===== src/rtl/bus_pkg.sv =====
// Shared serial-bus definitions: default field widths and the initiator state encoding.
package bus_pkg;

   localparam int unsigned ADDR_WIDTH = 12;
   localparam int unsigned DATA_WIDTH = 8;

   typedef enum logic [2:0] {
      S_IDLE,
      S_REQ,
      S_ADDR,
      S_WDATA,
      S_WAIT_ACK,
      S_RDATA,
      S_DONE
   } initiator_state_t;

   function automatic int unsigned max_width(input int unsigned a, input int unsigned b);
      return (a > b) ? a : b;
   endfunction

endpackage


===== src/rtl/bus_initiator_if.sv =====
// Host command/response and serial bus signals of one initiator port.
interface bus_initiator_if
   import bus_pkg::*;
#(
   parameter int unsigned ADDR_WIDTH = bus_pkg::ADDR_WIDTH,
   parameter int unsigned DATA_WIDTH = bus_pkg::DATA_WIDTH
);

   logic                  cmd_valid;
   logic                  cmd_ready;
   logic                  cmd_write;
   logic [ADDR_WIDTH-1:0] cmd_addr;
   logic [DATA_WIDTH-1:0] cmd_wdata;
   logic                  rsp_valid;
   logic [DATA_WIDTH-1:0] rsp_rdata;
   logic                  rsp_err;
   logic                  req;
   logic                  grant;
   logic                  bus_valid;
   logic                  bus_mode;
   logic                  bus_data;
   logic                  bus_ack;
   logic                  bus_rvalid;
   logic                  bus_rdata;

   modport master (
      input  cmd_valid, cmd_write, cmd_addr, cmd_wdata, grant, bus_ack, bus_rvalid, bus_rdata,
      output cmd_ready, rsp_valid, rsp_rdata, rsp_err, req, bus_valid, bus_mode, bus_data
   );

   modport slave (
      output cmd_valid, cmd_write, cmd_addr, cmd_wdata, grant, bus_ack, bus_rvalid, bus_rdata,
      input  cmd_ready, rsp_valid, rsp_rdata, rsp_err, req, bus_valid, bus_mode, bus_data
   );

endinterface


===== src/rtl/bus_initiator_serial_shifter.sv =====
// Shared PISO/SIPO register with bit counter; last_bit flags the final position of a len-bit field.
module serial_shifter #(
   parameter int unsigned WIDTH = 12,
   parameter int unsigned CW    = 4
) (
   input  logic             clk,
   input  logic             rst_n,
   input  logic             load,
   input  logic [WIDTH-1:0] load_data,
   input  logic             shift,
   input  logic             capture,
   input  logic             sin,
   input  logic             cnt_en,
   input  logic [CW-1:0]    len,
   output logic [WIDTH-1:0] data,
   output logic [CW-1:0]    cnt,
   output logic             last_bit
);

   logic [CW-1:0] cnt_d;

   assign cnt_d = load ? '0 : (cnt + CW'(cnt_en));

   // last_bit is registered against the count the register will hold next cycle
   always_ff @(posedge clk or negedge rst_n) begin
      if (!rst_n) begin
         data     <= '0;
         cnt      <= '0;
         last_bit <= 1'b0;
      end else begin
         if (load)         data      <= load_data;
         else if (shift)   data      <= data >> 1;
         else if (capture) data[cnt] <= sin;
         cnt      <= cnt_d;
         last_bit <= (cnt_d == (len - CW'(1)));
      end
   end

endmodule


===== src/rtl/bus_initiator.sv =====
// Serial bus initiator: one host command at a time, arbitrated, bit-serial address/data, single-cycle response.
module bus_initiator
   import bus_pkg::*;
#(
   parameter int unsigned ADDR_WIDTH = bus_pkg::ADDR_WIDTH,
   parameter int unsigned DATA_WIDTH = bus_pkg::DATA_WIDTH,
   parameter int unsigned TIMEOUT    = 64
) (
   input logic               clk,
   input logic               rst_n,
   bus_initiator_if.master   bif
);

   localparam int unsigned SW = max_width(ADDR_WIDTH, DATA_WIDTH);
   localparam int unsigned CW = $clog2(SW + 1);
   localparam int unsigned TW = (TIMEOUT > 1) ? $clog2(TIMEOUT) : 1;

   initiator_state_t state, state_d;

   logic                  wr_q, wr_d;
   logic [DATA_WIDTH-1:0] wdata_q, wdata_d;
   logic [TW-1:0]         tcnt;
   logic                  tmo;

   logic                  sh_load, sh_shift, sh_capture, sh_cnt_en, sh_last;
   logic [SW-1:0]         sh_load_data, sh_data;
   logic [CW-1:0]         sh_len, sh_cnt;

   logic                  err_d, bus_data_d;
   logic [DATA_WIDTH-1:0] rdata_d;

   logic                  cmd_ready_q, req_q, bus_valid_q, bus_mode_q, bus_data_q;
   logic                  rsp_valid_q, rsp_err_q;
   logic [DATA_WIDTH-1:0] rsp_rdata_q;

   serial_shifter #(.WIDTH(SW), .CW(CW)) u_shifter (
      .clk       (clk),
      .rst_n     (rst_n),
      .load      (sh_load),
      .load_data (sh_load_data),
      .shift     (sh_shift),
      .capture   (sh_capture),
      .sin       (bif.bus_rdata),
      .cnt_en    (sh_cnt_en),
      .len       (sh_len),
      .data      (sh_data),
      .cnt       (sh_cnt),
      .last_bit  (sh_last)
   );

   assign tmo = (TIMEOUT != 0) && (tcnt == TW'(TIMEOUT - 1));

   always_ff @(posedge clk or negedge rst_n) begin
      if (!rst_n) state <= S_IDLE;
      else        state <= state_d;
   end

   // Next state plus the next value of every registered output; bus_data is staged one bit ahead
   always_comb begin
      state_d      = state;
      wr_d         = wr_q;
      wdata_d      = wdata_q;
      sh_load      = 1'b0;
      sh_load_data = '0;
      sh_shift     = 1'b0;
      sh_capture   = 1'b0;
      sh_cnt_en    = 1'b0;
      sh_len       = CW'(DATA_WIDTH);
      err_d        = 1'b0;
      rdata_d      = '0;
      bus_data_d   = 1'b0;

      unique case (state)
         S_IDLE: begin
            if (bif.cmd_valid) begin
               wr_d         = bif.cmd_write;
               wdata_d      = bif.cmd_wdata;
               sh_load      = 1'b1;
               sh_load_data = SW'(bif.cmd_addr);
               sh_len       = CW'(ADDR_WIDTH);
               state_d      = S_REQ;
            end
         end
         S_REQ: begin
            sh_len = CW'(ADDR_WIDTH);
            if (bif.grant) begin
               bus_data_d = sh_data[0];
               sh_shift   = 1'b1;
               state_d    = S_ADDR;
            end
         end
         S_ADDR: begin
            if (!bif.grant) begin
               err_d   = 1'b1;
               state_d = S_DONE;
            end else if (!sh_last) begin
               sh_len     = CW'(ADDR_WIDTH);
               bus_data_d = sh_data[0];
               sh_shift   = 1'b1;
               sh_cnt_en  = 1'b1;
            end else if (wr_q) begin
               bus_data_d   = wdata_q[0];
               sh_load      = 1'b1;
               sh_load_data = SW'(wdata_q >> 1);
               state_d      = S_WDATA;
            end else begin
               sh_load = 1'b1;
               state_d = S_RDATA;
            end
         end
         S_WDATA: begin
            if (!bif.grant) begin
               err_d   = 1'b1;
               state_d = S_DONE;
            end else if (!sh_last) begin
               bus_data_d = sh_data[0];
               sh_shift   = 1'b1;
               sh_cnt_en  = 1'b1;
            end else begin
               state_d = S_WAIT_ACK;
            end
         end
         S_WAIT_ACK: begin
            if (!bif.grant || (!bif.bus_ack && tmo)) begin
               err_d   = 1'b1;
               state_d = S_DONE;
            end else if (bif.bus_ack) begin
               state_d = S_DONE;
            end
         end
         S_RDATA: begin
            if (!bif.grant) begin
               err_d   = 1'b1;
               state_d = S_DONE;
            end else if (bif.bus_rvalid && sh_last) begin
               rdata_d = DATA_WIDTH'(sh_data | (SW'(bif.bus_rdata) << sh_cnt));
               state_d = S_DONE;
            end else begin
               sh_capture = bif.bus_rvalid;
               sh_cnt_en  = bif.bus_rvalid;
               if (tmo) begin
                  err_d   = 1'b1;
                  state_d = S_DONE;
               end
            end
         end
         S_DONE:  state_d = S_IDLE;
         default: state_d = S_IDLE;
      endcase
   end

   // Datapath, wait-state timer and registered outputs
   always_ff @(posedge clk or negedge rst_n) begin
      if (!rst_n) begin
         wr_q        <= 1'b0;
         wdata_q     <= '0;
         tcnt        <= '0;
         cmd_ready_q <= 1'b1;
         req_q       <= 1'b0;
         bus_valid_q <= 1'b0;
         bus_mode_q  <= 1'b0;
         bus_data_q  <= 1'b0;
         rsp_valid_q <= 1'b0;
         rsp_err_q   <= 1'b0;
         rsp_rdata_q <= '0;
      end else begin
         wr_q        <= wr_d;
         wdata_q     <= wdata_d;
         tcnt        <= (state == S_WAIT_ACK || state == S_RDATA) ? (tcnt + TW'(1)) : '0;
         cmd_ready_q <= (state_d == S_IDLE);
         req_q       <= (state_d inside {S_REQ, S_ADDR, S_WDATA, S_WAIT_ACK, S_RDATA});
         bus_valid_q <= (state_d inside {S_ADDR, S_WDATA});
         bus_mode_q  <= wr_d && (state_d inside {S_ADDR, S_WDATA, S_WAIT_ACK, S_RDATA});
         bus_data_q  <= bus_data_d;
         rsp_valid_q <= (state_d == S_DONE);
         rsp_err_q   <= err_d;
         rsp_rdata_q <= rdata_d;
      end
   end

   assign bif.cmd_ready = cmd_ready_q;
   assign bif.req       = req_q;
   assign bif.bus_valid = bus_valid_q;
   assign bif.bus_mode  = bus_mode_q;
   assign bif.bus_data  = bus_data_q;
   assign bif.rsp_valid = rsp_valid_q;
   assign bif.rsp_err   = rsp_err_q;
   assign bif.rsp_rdata = rsp_rdata_q;

endmodule


===== src/flat_wrapper.sv =====
// flat-port wrapper written by rule: the top's interface ports become plain ports
module bus_initiator_flat import bus_pkg::*;
#(
   parameter int unsigned ADDR_WIDTH = bus_pkg::ADDR_WIDTH,
   parameter int unsigned DATA_WIDTH = bus_pkg::DATA_WIDTH,
   parameter int unsigned TIMEOUT    = 64
)
  (clk, rst_n, bif_cmd_valid, bif_cmd_write, bif_cmd_addr, bif_cmd_wdata, bif_grant, bif_bus_ack, bif_bus_rvalid, bif_bus_rdata, bif_cmd_ready, bif_rsp_valid, bif_rsp_rdata, bif_rsp_err, bif_req, bif_bus_valid, bif_bus_mode, bif_bus_data);
  bus_initiator_if #(.ADDR_WIDTH(ADDR_WIDTH), .DATA_WIDTH(DATA_WIDTH)) bif_i ();
  input logic clk;
  input logic rst_n;
  input wire logic [$bits(bif_i.cmd_valid)-1:0] bif_cmd_valid;
  input wire logic [$bits(bif_i.cmd_write)-1:0] bif_cmd_write;
  input wire logic [$bits(bif_i.cmd_addr)-1:0] bif_cmd_addr;
  input wire logic [$bits(bif_i.cmd_wdata)-1:0] bif_cmd_wdata;
  input wire logic [$bits(bif_i.grant)-1:0] bif_grant;
  input wire logic [$bits(bif_i.bus_ack)-1:0] bif_bus_ack;
  input wire logic [$bits(bif_i.bus_rvalid)-1:0] bif_bus_rvalid;
  input wire logic [$bits(bif_i.bus_rdata)-1:0] bif_bus_rdata;
  output wire logic [$bits(bif_i.cmd_ready)-1:0] bif_cmd_ready;
  output wire logic [$bits(bif_i.rsp_valid)-1:0] bif_rsp_valid;
  output wire logic [$bits(bif_i.rsp_rdata)-1:0] bif_rsp_rdata;
  output wire logic [$bits(bif_i.rsp_err)-1:0] bif_rsp_err;
  output wire logic [$bits(bif_i.req)-1:0] bif_req;
  output wire logic [$bits(bif_i.bus_valid)-1:0] bif_bus_valid;
  output wire logic [$bits(bif_i.bus_mode)-1:0] bif_bus_mode;
  output wire logic [$bits(bif_i.bus_data)-1:0] bif_bus_data;
  assign bif_i.cmd_valid = bif_cmd_valid;
  assign bif_i.cmd_write = bif_cmd_write;
  assign bif_i.cmd_addr = bif_cmd_addr;
  assign bif_i.cmd_wdata = bif_cmd_wdata;
  assign bif_i.grant = bif_grant;
  assign bif_i.bus_ack = bif_bus_ack;
  assign bif_i.bus_rvalid = bif_bus_rvalid;
  assign bif_i.bus_rdata = bif_bus_rdata;
  assign bif_cmd_ready = bif_i.cmd_ready;
  assign bif_rsp_valid = bif_i.rsp_valid;
  assign bif_rsp_rdata = bif_i.rsp_rdata;
  assign bif_rsp_err = bif_i.rsp_err;
  assign bif_req = bif_i.req;
  assign bif_bus_valid = bif_i.bus_valid;
  assign bif_bus_mode = bif_i.bus_mode;
  assign bif_bus_data = bif_i.bus_data;
  bus_initiator #(.ADDR_WIDTH(ADDR_WIDTH), .DATA_WIDTH(DATA_WIDTH), .TIMEOUT(TIMEOUT)) u_core (.clk(clk), .rst_n(rst_n), .bif(bif_i));
endmodule

===== config.mk =====
export PLATFORM = sky130hd
export DESIGN_NAME = bus_initiator_flat
export DESIGN_NICKNAME = d
export VERILOG_FILES = /design/src/rtl/bus_pkg.sv /design/src/rtl/bus_initiator_if.sv /design/src/rtl/bus_initiator_serial_shifter.sv /design/src/rtl/bus_initiator.sv /design/src/flat_wrapper.sv
export SDC_FILE = /design/constraint.sdc
export NUM_CORES = 1
export LEC_CHECK = 0
export CELL_PAD_IN_SITES_DETAIL_PLACEMENT = 2
export CELL_PAD_IN_SITES_GLOBAL_PLACEMENT = 2
export CORE_ASPECT_RATIO = 0.7
export CORE_MARGIN = 2
export CORE_UTILIZATION = 34
export CTS_BUF_LIST = sky130_fd_sc_hd__clkbuf_8 sky130_fd_sc_hd__clkbuf_16
export DETAILED_ROUTE_END_ITERATION = 12
export PLACE_DENSITY = 0.8
export REMOVE_ABC_BUFFERS = 1
export SETUP_SLACK_MARGIN = 0.02
export SLEW_MARGIN = 20
export SYNTH_ARGS = -nofsm -noshare
export SYNTH_HDL_FRONTEND = slang
export SYNTH_SLANG_ARGS = --single-unit

===== constraint.sdc =====
create_clock -name clk -period 3.7 [get_ports clk]
set_clock_uncertainty 0.15 [all_clocks]
set_input_delay 0.74 -clock clk [delete_from_list [all_inputs] [get_ports clk]]
set_output_delay 0.74 -clock clk [all_outputs]
set_load 0.03 [all_outputs]

==> metrics.csv <==
stage,metric,value,unit
drt,number of remaining DRC errors,0,
die,die span in x,111.5,um
worst_hold_path,hold worst-path end,u_core.u_shifter.data[9],
clocking,TritonCTS buffer count,5,
setup_path,r2r setup slk,0.57,ns
placement,"Cell Area, Placed",3282,um2
setup_path,R2R cell count,9,
outcome,status,completed,
die,Cell Rows,27,
setup_path,CP top delay family,simple AND/OR/NAND/NOR gates,
timing,setup violators final,0,
timing,Pins Over Slew Limit,0,
run,max_cap viols,0,
drt,DR vias,2289,
drt,drt first pass iters,4,
clocking,Skew-Pair Late Insertion Delay,0.29,ns
yosys,Post-Syn Instances,272,
setup_path,r2r endpoint,u_core.u_shifter.last_bit,
setup_path,critical path's slowest cell,clkdlybuf4s50_1,
timing,Relative slew margins,0.4833,
setup_path,CP arrival,3.32,ns
final_layout,diode count,0,
grt,largest net degree at the start of global routing,35,
setup_path,Buf/Inv on CP,1,
clocking,CTS tree,done,
clocking,CTS max path bufs,2,
setup_path,"Req. time, crit path",3.78,ns
drt,post-DR wirelength/cell,20.43,um
final_layout,Final Cell Area,3465,um2
timing,fin crit period,3.240,ns
yosys,top_reg_cell synth,dfrtp_1,
setup_path,Critical Path Fanout Max,5,
power_and_ir_drop,P_int,1.531,mW
grt,first-pass GRT wire length,14050,um
setup_path,Crit path top cell by count,ha_1,
final_layout,filler instances,838,
timing,Tightest Pin Transition,0.7751,ns
clocking,H-tree depth,2,
power_and_ir_drop,Seq pwr share,0.363,
die,core area,7871,um2
yosys,Post-synth EDFFs,0,
placement,IO buf count,42,
placement,post-DP HPWL,5970,um
yosys,sequential area share after synthesis,0.4550,
power_and_ir_drop,PD cells,723.9,nW/um2
power_and_ir_drop,Pleak,1.527,nW
drt,Detailed Route WL,8458,um
yosys,syn_area_per_cell,10.12,um2
grt,GRT Util Overall,0.2042,
power_and_ir_drop,clock power share,0.219,
power_and_ir_drop,sw power,0.9773,mW
yosys,Yosys cell types,48,
setup_path,reg-to-reg startpoint,u_core.state[2],
clocking,post_cts resized,0,
clocking,CTS root buffer,clkbuf_16,
setup_path,Crit Path Category,input port to flip-flop,
timing,RSZ-0062 raised after global routing,false,
grt,antenna violations before repair,0,
timing,final-report hold violation count,0,
worst_hold_path,Hold Crit Depth,1,
power_and_ir_drop,sw frac,0.3897,
clocking,"Clk pin slew, worst setup/hold paths",0.07,ns
setup_path,Worst path max stage delay,0.50,ns
setup_path,Setup crit start kind,input port,
setup_path,endpoint type of the worst setup path,flip-flop,
final_layout,share of cells above drive strength 1,0.1086,
setup_path,"Cell Chain, Critical Path",clkdlybuf4s50_1 -> nor2b_1 -> o21a_1 -> ha_1 -> ha_1 -> and3_1 -> mux2i_1 -> mux4_2 -> and4b_1,
clocking,Num Clock Sinks,50,
die,initial core utilization,0.3497,
yosys,asr flop ratio synth,1.000,
worst_hold_path,HP Start,u_core.u_shifter.data[9],
placement,GPL Wtd Cong,0.8010,
final_layout,area grow syn2layout,25.86,%
timing,Max Clk Rate,0.3087,GHz
timing,Setup TNS Final,0,ns
power_and_ir_drop,Pwr Total,2.508,mW
die,die area,8843,um2
grt,vias in the first global route,2530,
yosys,mapped cell area,2753,um2
drt,Antenna Nets Post-Route,0,
clocking,Post-CTS Setup Bufs,0,
yosys,#FFs+latches synth,50,
final_layout,layout net count,346,
die,die height,79.28,um
power_and_ir_drop,Gate power share,0.418,
clocking,Hold Buf Count CTS,0,
drt,drt initial violations,71,
worst_hold_path,HP Class,flip-flop to flip-flop,
power_and_ir_drop,Peak VDD IR,0.0003107,V
grt,Overflow after GRT,0,
yosys,Synth warnings,0,
timing,Final period util,0.8756,
die,IO Pins,43,
drt,routed vias/inst,5.529,
[synth_stat cells (2+ instances only)]
cell	instances	area [um2]
nand2b_1	7	43.79
xnor2_1	4	35.03
ha_1	6	75.07
buf_2	3	15.01
inv_1	5	18.77
nand3_1	7	35.03
o21ai_0	12	60.06
mux2_1	11	123.9
or3_1	2	12.51
and3_1	4	25.02
a22oi_1	7	52.55
xor2_1	3	26.28
clkbuf_1	12	45.04
nand3b_1	2	15.01
and4b_1	2	20.02
a21oi_1	13	65.06
nor2_1	20	75.07
mux2i_1	13	130.1
o21ai_1	8	40.04
nor3_1	11	55.05
mux2_2	9	101.4
nor2b_1	8	50.05
a31oi_1	2	12.51
nand2_1	14	52.55
o21a_1	11	82.58
and2_1	6	37.54
dfrtp_1	49	1226
[how the worst max path moves through the flow]
stage,depth (start not counted),from,slack (ns),to
final,9,bif_grant,0.46,u_core.u_shifter.last_bit
after global routing,9,bif_grant,0.27,u_core.u_shifter.last_bit
after CTS,9,bif_grant,0.45,u_core.u_shifter.last_bit
after global placement,9,bif_grant,0.42,u_core.u_shifter.last_bit
after detailed placement,9,bif_grant,0.23,u_core.u_shifter.last_bit
after floorplan,5,bif_cmd_valid,0.08,u_core.bif.bus_mode
[stage by stage]
step | hold WS (ns) | instances | setup WS, ns | utilization
floorplan | 0.2944 | 256 | 0.07505 | -
global placement | 0.3173 | 406 | 0.4151 | 0.4169
detailed placement | 0.3329 | 406 | 0.2258 | 0.4169
CTS | 0.3508 | 414 | 0.4469 | 0.4395
global route | 0.3704 | 414 | 0.2684 | 0.4402
finish | 0.3492 | 414 | 0.4602 | 0.4402
[cells by family (layout without fill, tap and decap cells)]
| group | count (synthesis) | after routing | synth area share |
|---|---|---|---|
| AND/OR/NAND/NOR | 89 | 89 | 0.1718 |
| AO/OA/AOI/OAI | 64 | 64 | 0.1523 |
| flip-flops | 50 | 50 | 0.4550 |
| multiplexers | 34 | 34 | 0.1373 |
| buffers and inverters | 22 | 63 | 0.03409 |
| XOR/XNOR | 7 | 7 | 0.02227 |
| adder cells (fa/ha/maj) | 6 | 6 | 0.02727 |
[worst register-to-register path, cell delays in order, from the launching register on]
cell and delay (ns):
dfrtp_1 0.65, inv_2 0.16, ha_1 0.31, o21a_1 0.22
ha_1 0.25, ha_1 0.28, a21oi_1 0.25, mux2i_1 0.11
mux4_2 0.45, and4b_1 0.25
[state kept, by name, indices dropped and copies added, names as in the netlist]
name                       count
u_core.state                   3
u_core.u_shifter.cnt           4
u_core.u_shifter.data         12
u_core.wr_q                    1
u_core.tcnt                    6
u_core.bif.bus_data            1
u_core.wdata_q                 8
u_core.u_shifter.last_bit      1
u_core.bif.rsp_rdata           8
u_core.bif.cmd_ready           1
u_core.bif.req                 1
u_core.bif.rsp_err             1
u_core.bif.rsp_valid           1
u_core.bif.bus_valid           1
u_core.bif.bus_mode            1
[routing by layer]
metal | global-route usage | share of wire | vias to the layer above
li1 | - | - | 1048
met1 | 0.2698 | 0.47 | 1188
met2 | 0.3585 | 0.49 | 42
met3 | 0.02977 | 0.025 | 11
met4 | 0.04691 | 0.017 | 0
met5 | 0 | 0 | -
[power groups by stage]
stage / logic (mW) / clock network [mW] / registers [mW]
final: 1.05 / 0.550 / 0.911
after global routing: 1.16 / 0.583 / 0.943
after CTS: 1.06 / 0.564 / 0.912
after detailed placement: 1.03 / 0 / 0.919
after global placement: 0.978 / 0 / 0.898
after floorplan: 0.641 / 0 / 0.914
[layout by cell type (no fill, tap or decap), drive strengths merged, types with 7 or more instances in the layout]
cell	n
dfrtp	49
clkdlybuf4s50	41
nor2	20
o21ai	20
mux2	20
nand2	14
a21oi	13
mux2i	13
o21a	11
nor3	11
nor2b	8
buf	8
nand3	7
nand2b	7
a22oi	7
inv	7
[area by class of cell]
cell class	count	area, um2	area share
clock buffers	6	138.9	0.04009
clock inverters	2	38.79	0.01120
inverters	6	22.52	0.006501
multi-input cells	200	1418	0.4092
flip-flops and latches	50	1252	0.3615
well taps	101	126.4	0.03648
repair buffers	49	467.9	0.1351
Power figures use the tool's default switching activity.
